### src/rtl/vga_fb_scanout_if.sv
// Framebuffer read port between the scanout block (master) and the BRAM (slave).
interface vga_fb_scanout_if #(
  parameter int ADDR_W = 17
);
  logic              fb_rd_en;
  logic [ADDR_W-1:0] fb_addr;
  logic [11:0]       fb_data;

  modport master (output fb_rd_en, output fb_addr, input  fb_data);
  modport slave  (input  fb_rd_en, input  fb_addr, output fb_data);
endinterface

### src/rtl/vga_fb_scanout.sv
// 640x480 VGA scanout: reads a 2x pixel-doubled 320x240 RGB444 framebuffer,
// optionally overlays the ROI outline, and aligns data, de and syncs at the pins.
module vga_fb_scanout #(
  parameter int          FB_W       = 320,
  parameter int          FB_H       = 240,
  parameter int          ADDR_W     = 17,
  parameter int          RD_LAT     = 2,   // 1..4
  parameter int          ROI_X0     = 264,
  parameter int          ROI_Y0     = 184,
  parameter int          ROI_SIZE   = 112,
  parameter int          BORDER_W   = 2,
  parameter logic [11:0] BORDER_RGB = 12'hF00
) (
  input  logic                 pclk,
  input  logic                 rst_n,
  input  logic [9:0]           x,
  input  logic [9:0]           y,
  input  logic                 de_in,
  input  logic                 hsync_in,
  input  logic                 vsync_in,
  input  logic                 roi_en,
  vga_fb_scanout_if.master     fb,
  output logic [3:0]           vga_r,
  output logic [3:0]           vga_g,
  output logic [3:0]           vga_b,
  output logic                 vga_hs,
  output logic                 vga_vs,
  output logic                 vga_de,
  output logic                 frame_start
);

  localparam int L    = RD_LAT + 2;
  localparam int DE_D = L - 1;  // taps ahead of the output register
  localparam int SY_D = L - 2;  // syncs already lag x by one cycle

  localparam logic [9:0] X_LAST = 10'(2*FB_W - 1);
  localparam logic [9:0] Y_END  = 10'(2*FB_H);
  localparam logic [9:0] RX_LO  = 10'(ROI_X0);
  localparam logic [9:0] RX_HI  = 10'(ROI_X0 + ROI_SIZE);
  localparam logic [9:0] RX_BL  = 10'(ROI_X0 + BORDER_W);
  localparam logic [9:0] RX_BH  = 10'(ROI_X0 + ROI_SIZE - BORDER_W);
  localparam logic [9:0] RY_LO  = 10'(ROI_Y0);
  localparam logic [9:0] RY_HI  = 10'(ROI_Y0 + ROI_SIZE);
  localparam logic [9:0] RY_BL  = 10'(ROI_Y0 + BORDER_W);
  localparam logic [9:0] RY_BH  = 10'(ROI_Y0 + ROI_SIZE - BORDER_W);
  localparam logic [ADDR_W-1:0] ROW_STEP = ADDR_W'(FB_W);

  logic              w_frame0, w_roi_act, w_in_roi, w_edge, w_border, w_fs;
  logic [ADDR_W-1:0] w_row_base, w_col;
  logic [ADDR_W-1:0] r_row_base;
  logic              r_roi_en;
  logic [DE_D-1:0]   r_vld_pipe, r_bd_pipe, r_fs_pipe;
  logic [SY_D-1:0]   r_hs_pipe, r_vs_pipe;

  // Stage 0: frame boundary, ROI outline and address terms from the raw counters
  assign w_frame0   = (x == 10'd0) && (y == 10'd0);
  assign w_roi_act  = w_frame0 ? roi_en : r_roi_en;
  assign w_in_roi   = (x >= RX_LO) && (x < RX_HI) && (y >= RY_LO) && (y < RY_HI);
  assign w_edge     = (x < RX_BL) || (x >= RX_BH) || (y < RY_BL) || (y >= RY_BH);
  assign w_border   = w_roi_act && w_in_roi && w_edge;
  assign w_fs       = w_frame0 && de_in;
  assign w_row_base = w_frame0 ? '0 : r_row_base;
  assign w_col      = ADDR_W'(x[9:1]);

  always_ff @(posedge pclk or negedge rst_n) begin
    if (!rst_n) begin
      r_roi_en <= 1'b0;
    end else if (w_frame0) begin
      r_roi_en <= roi_en;
    end
  end

  // Row base advances after the second screen line of each framebuffer row
  always_ff @(posedge pclk or negedge rst_n) begin
    if (!rst_n) begin
      r_row_base <= '0;
    end else if (w_frame0) begin
      r_row_base <= '0;
    end else if ((x == X_LAST) && y[0] && (y < Y_END)) begin
      r_row_base <= r_row_base + ROW_STEP;
    end
  end

  always_ff @(posedge pclk or negedge rst_n) begin
    if (!rst_n) begin
      fb.fb_rd_en <= 1'b0;
      fb.fb_addr  <= '0;
    end else begin
      fb.fb_rd_en <= de_in;
      fb.fb_addr  <= de_in ? (w_row_base + w_col) : '0;
    end
  end

  always_ff @(posedge pclk or negedge rst_n) begin
    if (!rst_n) begin
      r_vld_pipe <= '0;
      r_bd_pipe  <= '0;
      r_fs_pipe  <= '0;
      r_hs_pipe  <= '1;
      r_vs_pipe  <= '1;
    end else begin
      r_vld_pipe[0] <= de_in;
      r_bd_pipe[0]  <= w_border;
      r_fs_pipe[0]  <= w_fs;
      r_hs_pipe[0]  <= hsync_in;
      r_vs_pipe[0]  <= vsync_in;
      for (int i = 1; i < DE_D; i++) begin
        r_vld_pipe[i] <= r_vld_pipe[i-1];
        r_bd_pipe[i]  <= r_bd_pipe[i-1];
        r_fs_pipe[i]  <= r_fs_pipe[i-1];
      end
      for (int i = 1; i < SY_D; i++) begin
        r_hs_pipe[i] <= r_hs_pipe[i-1];
        r_vs_pipe[i] <= r_vs_pipe[i-1];
      end
    end
  end

  // Output register: fb_data is only looked at when its read was enabled
  always_ff @(posedge pclk or negedge rst_n) begin
    if (!rst_n) begin
      {vga_r, vga_g, vga_b} <= 12'h000;
      vga_de      <= 1'b0;
      vga_hs      <= 1'b1;
      vga_vs      <= 1'b1;
      frame_start <= 1'b0;
    end else begin
      vga_de      <= r_vld_pipe[DE_D-1];
      vga_hs      <= r_hs_pipe[SY_D-1];
      vga_vs      <= r_vs_pipe[SY_D-1];
      frame_start <= r_fs_pipe[DE_D-1];
      if (!r_vld_pipe[DE_D-1])
        {vga_r, vga_g, vga_b} <= 12'h000;
      else if (r_bd_pipe[DE_D-1])
        {vga_r, vga_g, vga_b} <= BORDER_RGB;
      else
        {vga_r, vga_g, vga_b} <= fb.fb_data;
    end
  end

endmodule

### src/flat_wrapper.sv
// flat-port wrapper written by rule: the top's interface ports become plain ports
module vga_fb_scanout_flat 
#(
  parameter int          FB_W       = 320,
  parameter int          FB_H       = 240,
  parameter int          ADDR_W     = 17,
  parameter int          RD_LAT     = 2,          
  parameter int          ROI_X0     = 264,
  parameter int          ROI_Y0     = 184,
  parameter int          ROI_SIZE   = 112,
  parameter int          BORDER_W   = 2,
  parameter logic [11:0] BORDER_RGB = 12'hF00
)
  (pclk, rst_n, x, y, de_in, hsync_in, vsync_in, roi_en, vga_r, vga_g, vga_b, vga_hs, vga_vs, vga_de, frame_start, fb_fb_rd_en, fb_fb_addr, fb_fb_data);
  vga_fb_scanout_if #(.ADDR_W(ADDR_W)) fb_i ();
  input  logic pclk;
  input  logic rst_n;
  input  logic [9:0] x;
  input  logic [9:0] y;
  input  logic de_in;
  input  logic hsync_in;
  input  logic vsync_in;
  input  logic roi_en;
  output logic [3:0] vga_r;
  output logic [3:0] vga_g;
  output logic [3:0] vga_b;
  output logic vga_hs;
  output logic vga_vs;
  output logic vga_de;
  output logic frame_start;
  output wire logic [$bits(fb_i.fb_rd_en)-1:0] fb_fb_rd_en;
  output wire logic [$bits(fb_i.fb_addr)-1:0] fb_fb_addr;
  input wire logic [$bits(fb_i.fb_data)-1:0] fb_fb_data;
  assign fb_fb_rd_en = fb_i.fb_rd_en;
  assign fb_fb_addr = fb_i.fb_addr;
  assign fb_i.fb_data = fb_fb_data;
  vga_fb_scanout #(.FB_W(FB_W), .FB_H(FB_H), .ADDR_W(ADDR_W), .RD_LAT(RD_LAT), .ROI_X0(ROI_X0), .ROI_Y0(ROI_Y0), .ROI_SIZE(ROI_SIZE), .BORDER_W(BORDER_W), .BORDER_RGB(BORDER_RGB)) u_core (.pclk(pclk), .rst_n(rst_n), .x(x), .y(y), .de_in(de_in), .hsync_in(hsync_in), .vsync_in(vsync_in), .roi_en(roi_en), .fb(fb_i), .vga_r(vga_r), .vga_g(vga_g), .vga_b(vga_b), .vga_hs(vga_hs), .vga_vs(vga_vs), .vga_de(vga_de), .frame_start(frame_start));
endmodule
### config.mk
export PLATFORM = sky130hd
export DESIGN_NAME = vga_fb_scanout_flat
export DESIGN_NICKNAME = d
export VERILOG_FILES = /design/src/rtl/vga_fb_scanout_if.sv /design/src/rtl/vga_fb_scanout.sv /design/src/flat_wrapper.sv
export SDC_FILE = /design/constraint.sdc
export NUM_CORES = 1
export LEC_CHECK = 0
export CAP_MARGIN = 20
export CELL_PAD_IN_SITES_DETAIL_PLACEMENT = 1
export CELL_PAD_IN_SITES_GLOBAL_PLACEMENT = 1
export CORE_ASPECT_RATIO = 1.75
export CORE_MARGIN = 2
export CORE_UTILIZATION = 29
export CTS_CLUSTER_SIZE = 30
export DETAILED_ROUTE_END_ITERATION = 10
export HOLD_SLACK_MARGIN = 0.12
export PLACE_DENSITY = 0.75
export SYNTH_ARGS = -nofsm -noshare
export SYNTH_HDL_FRONTEND = slang
export SYNTH_SLANG_ARGS = --single-unit
### constraint.sdc
create_clock -name pclk -period 2.5 [get_ports pclk]
set_clock_uncertainty 0.15 [all_clocks]
set_input_delay 0.375 -clock pclk [delete_from_list [all_inputs] [get_ports pclk]]
set_output_delay 0.375 -clock pclk [all_outputs]
set_load 0.02 [all_outputs]
==> key figures <==
Outcome
  – Status: completed

STA
  – Min Tclk post-route: 2462 ps
  – RSZ-0062 raised after global routing: true
  – Final Max Slew Viols: 0
  – Final hold viol count: 0
  – Post-route setup slack: 37.57 ps
  – Fin crit share: 98.50%
  – Final Setup Violations: 0
  – Fmax: 0.4061 GHz

Global route
  – Largest net degree at the start of global routing: 22
  – Initial antenna violation count: 0
  – GRT Total Usage: 16.30%
  – Gr ovfl total: 0
  – First-pass GRT wire length: 13230 um
  – Vias in the first global route: 2748

CTS
  – Clock root cell: clkbuf_16
  – CTS H-tree lvls: 3
  – Worst-Skew Late Latency: 320 ps
  – Worst-path clk slew: 50 ps
  – TritonCTS buffer count: 9
  – CTS tree: yes
  – CTS max path bufs: 2
  – Clk sink count: 58

Routing
  – DRC Markers: 0
  – DRT Wirelength: 7758 um
  – Routed Antenna Nets: 0
  – Number of DRC markers in iteration 0: 77
  – WL/cell: 15.12 um
  – Post-DR vias/cell: 4.712
  – Initial DRT Pass Iterations: 4
  – DR vias: 2417

Critical path
  – Worst path bufs/invs: 1
  – CP top delay family: simple AND/OR/NAND/NOR gates
  – WP data arrival: 2520 ps
  – CP startpoint kind: input pin
  – CP max stage cell: ha_1
  – Setup Crit Path Kind: input pin to register
  – Worst Path Max Fanout: 4
  – CP cell instances: buf_8 > nor4_4 > nand4_2 > nor2_4 > nor2b_2 > ha_1 > o21a_1 > o211ai_1 > a31o_2 > a21oi_2 > mux2_4
  – Worst setup EP type: register
  – Worst path max stage delay: 320 ps
  – Critical Path RT: 2550 ps

Place
  – Post-DP Area: 0.003882 sq mm
  – Port bufs: 71
  – DP Wirelength: 6036 um
  – Pre-CTS WS: -779.8 ps
  – GP Congestion: 0.7951
  – Placed cells: 487

Finish
  – Final Non-Filler Cells: 513
  – Final instance area: 0.004283 sq mm
  – Fill count: 1059
  – Syn-to-layout area delta: 53.84%
  – Antenna diodes: 0
  – Layout cells sized above 1: 25.58%
  – Final #Nets: 435

Floorplanning
  – Initial Utilization: 29.59%
  – Core Area: 0.009409 sq mm
  – Die W: 78.07 um
  – Die area: 0.01043 sq mm
  – Height of the die: 133.6 um
  – Boundary pin count: 72
  – Row cnt: 47

Logic synthesis
  – Synthesized area per cell: 10.59 sq um
  – Post-synthesis sequential area ratio: 52.40%
  – Synth warn: 0
  – Synthesized cell area: 0.002784 sq mm
  – EDFF count, synth: 0
  – Cells after synthesis: 263
  – Yosys reg bits: 58
  – Netlist cell types: 47
  – Synth async-reset ratio: 100.0%
  – Main flop type after synthesis: dfrtp_1

Power
  – Worst IR Drop VDD: 0.0003392 V
  – Total power: 2.559 mW
  – Power Density: 597.5 mW/mm^2
  – Leakage: 1.888 nW

Run
  – Max-cap viol count: 0

Hold path
  – Hold/Removal Path Class: register to register
-- registers in the layout (all words and copies together) (netlist names), 2 cells and up --
| name | cells |
|---|---|
| u_core.vga_b | 4 |
| u_core.r_bd_pipe | 3 |
| u_core.fb.fb_addr | 17 |
| u_core.vga_g | 4 |
| u_core.r_vs_pipe | 2 |
| u_core.r_hs_pipe | 2 |
| u_core.r_vld_pipe | 3 |
| u_core.r_fs_pipe | 3 |
| u_core.r_row_base | 11 |
| u_core.vga_r | 4 |
-- power breakdown --
part / switching, mW / internal [mW] / leakage (nW) / total [mW]
Sequential: 0.0112 / 0.978 / 0.757 / 0.989
Clock: 0.384 / 0.849 / 0.153 / 1.23
Combinational: 0.171 / 0.166 / 0.977 / 0.337
-- stage by stage --
step	hold WS, ps	TNS, ps	utilization (%)
floorplan	-70.59	-425.8	-
global placement	183.3	-4741	41.26
detailed placement	189.5	-6140	41.26
CTS	200.0	0	45.16
global route	206.8	-366.8	45.52
finish	198.1	0	45.52
-- final cells by class --
type	count	area, sq um	area share, %
sequential	58	1459	34.06
multi-input combinational	192	1333	31.11
timing repair buffer	114	988.4	23.08
clock buffer	14	274.0	6.398
tap	122	152.6	3.564
inverter	11	41.29	0.9641
clock inverter	2	35.03	0.8180
-- layout by cell type, fill, tap and decap left out, types with 6 or more instances in the layout --
master,Yosys,routed
a21oi_1,20,14
a21oi_2,0,6
and2_1,9,9
buf_4,0,42
clkbuf_16,0,9
clkdlybuf4s50_1,0,50
conb_1,2,7
dfrtp_1,52,52
dfstp_2,6,6
dlygate4sd2_1,0,8
ha_1,10,10
inv_1,10,10
nand2_1,13,12
nand3_1,7,7
nor2_1,35,34
nor3_1,9,7
nor4_1,6,6
o21a_1,7,7
o21ai_0,7,7
xnor2_1,10,10
-- layer usage --
layer	routed length (um)	share of wire [%]	track usage [%]	up-vias
met1	2715	35	15.56	1191
li1	-	-	-	1150
met4	187	2.4	7.700	0
met2	4609	59	31.99	64
met3	246	3.2	3.455	12
met5	0	0	0	-
-- cell usage after synthesis, drive strengths merged (2+ instances only) --
library cell	instances	area, sq um
dfrtp	52	1301
nor2	36	142.6
a21oi	20	100.1
nand2	13	48.80
ha	10	125.1
inv	10	37.54
xnor2	10	87.58
and2	9	56.30
nor3	9	45.04
nor4	9	83.83
o21ai	8	51.30
mux2	7	82.57
nand3	7	35.03
o21a	7	52.55
dfstp	6	157.7
nand4	5	37.53
nor2b	5	31.28
buf	4	26.27
nor3b	4	30.03
clkbuf	3	12.51
o211ai	3	22.52
xor2	3	26.28
a21o	2	15.01
a31oi	2	12.51
and4	2	17.52
conb	2	7.510
nand2b	2	12.51
nand4b	2	17.52
nor4b	2	23.77
-- what timing repair did --
| action | in CTS | in global routing |
|---|---|---|
| hold buffers | 1 | 0 |
| pin swaps | 12 | 10 |
| gates resized for setup | 49 | 23 |
| buffers inserted | 6 | 3 |
| setup endpoints to repair | 9 | 8 |
| hold endpoints to repair | 12 | 0 |
-- path summary, 6_finish.rpt --
check,from,end,slack [ps],depth (start not counted)
worst max-delay path,y[9],u_core.fb.fb_addr[14]$_DFF_PN0_,40,11
worst min-delay path,u_core.r_fs_pipe[0]$_DFF_PN0_,u_core.r_fs_pipe[1]$_DFF_PN0_,200,0
worst max register to register,u_core.r_row_base[7]$_DFFE_PN0P_,u_core.fb.fb_addr[14]$_DFF_PN0_,320,7
worst min register to register,u_core.r_fs_pipe[0]$_DFF_PN0_,u_core.r_fs_pipe[1]$_DFF_PN0_,200,0
max in group asynchronous,rst_n,u_core.fb.fb_addr[13]$_DFF_PN0_,1160,3
min in group asynchronous,rst_n,u_core.fb.fb_addr[2]$_DFF_PN0_,400,2
-- worst reg2reg max path, stage by stage, from the launching register on --
cell	delay [ps]
dfrtp_1	420
nor2b_2	180
ha_1	320
o21a_1	140
o211ai_1	100
a31o_2	290
a21oi_2	170
mux2_4	310
-- logic make-up (layout without fill, tap and decap cells) --
| kind of cell | Yosys count | after routing | synth area share [%] |
|---|---|---|---|
| AO/OA/AOI/OAI | 45 | 45 | 10.02 |
| XOR/XNOR | 13 | 13 | 4.090 |
| adder cells (fa/ha/maj) | 11 | 11 | 5.214 |
| buffers and inverters | 18 | 141 | 2.876 |
| flip-flops | 58 | 58 | 52.40 |
| multiplexers | 8 | 8 | 3.326 |
| other | 2 | 7 | 0.2698 |
| AND/OR/NAND/NOR | 108 | 108 | 21.80 |
Note: power is estimated with default switching activity, not from simulation.
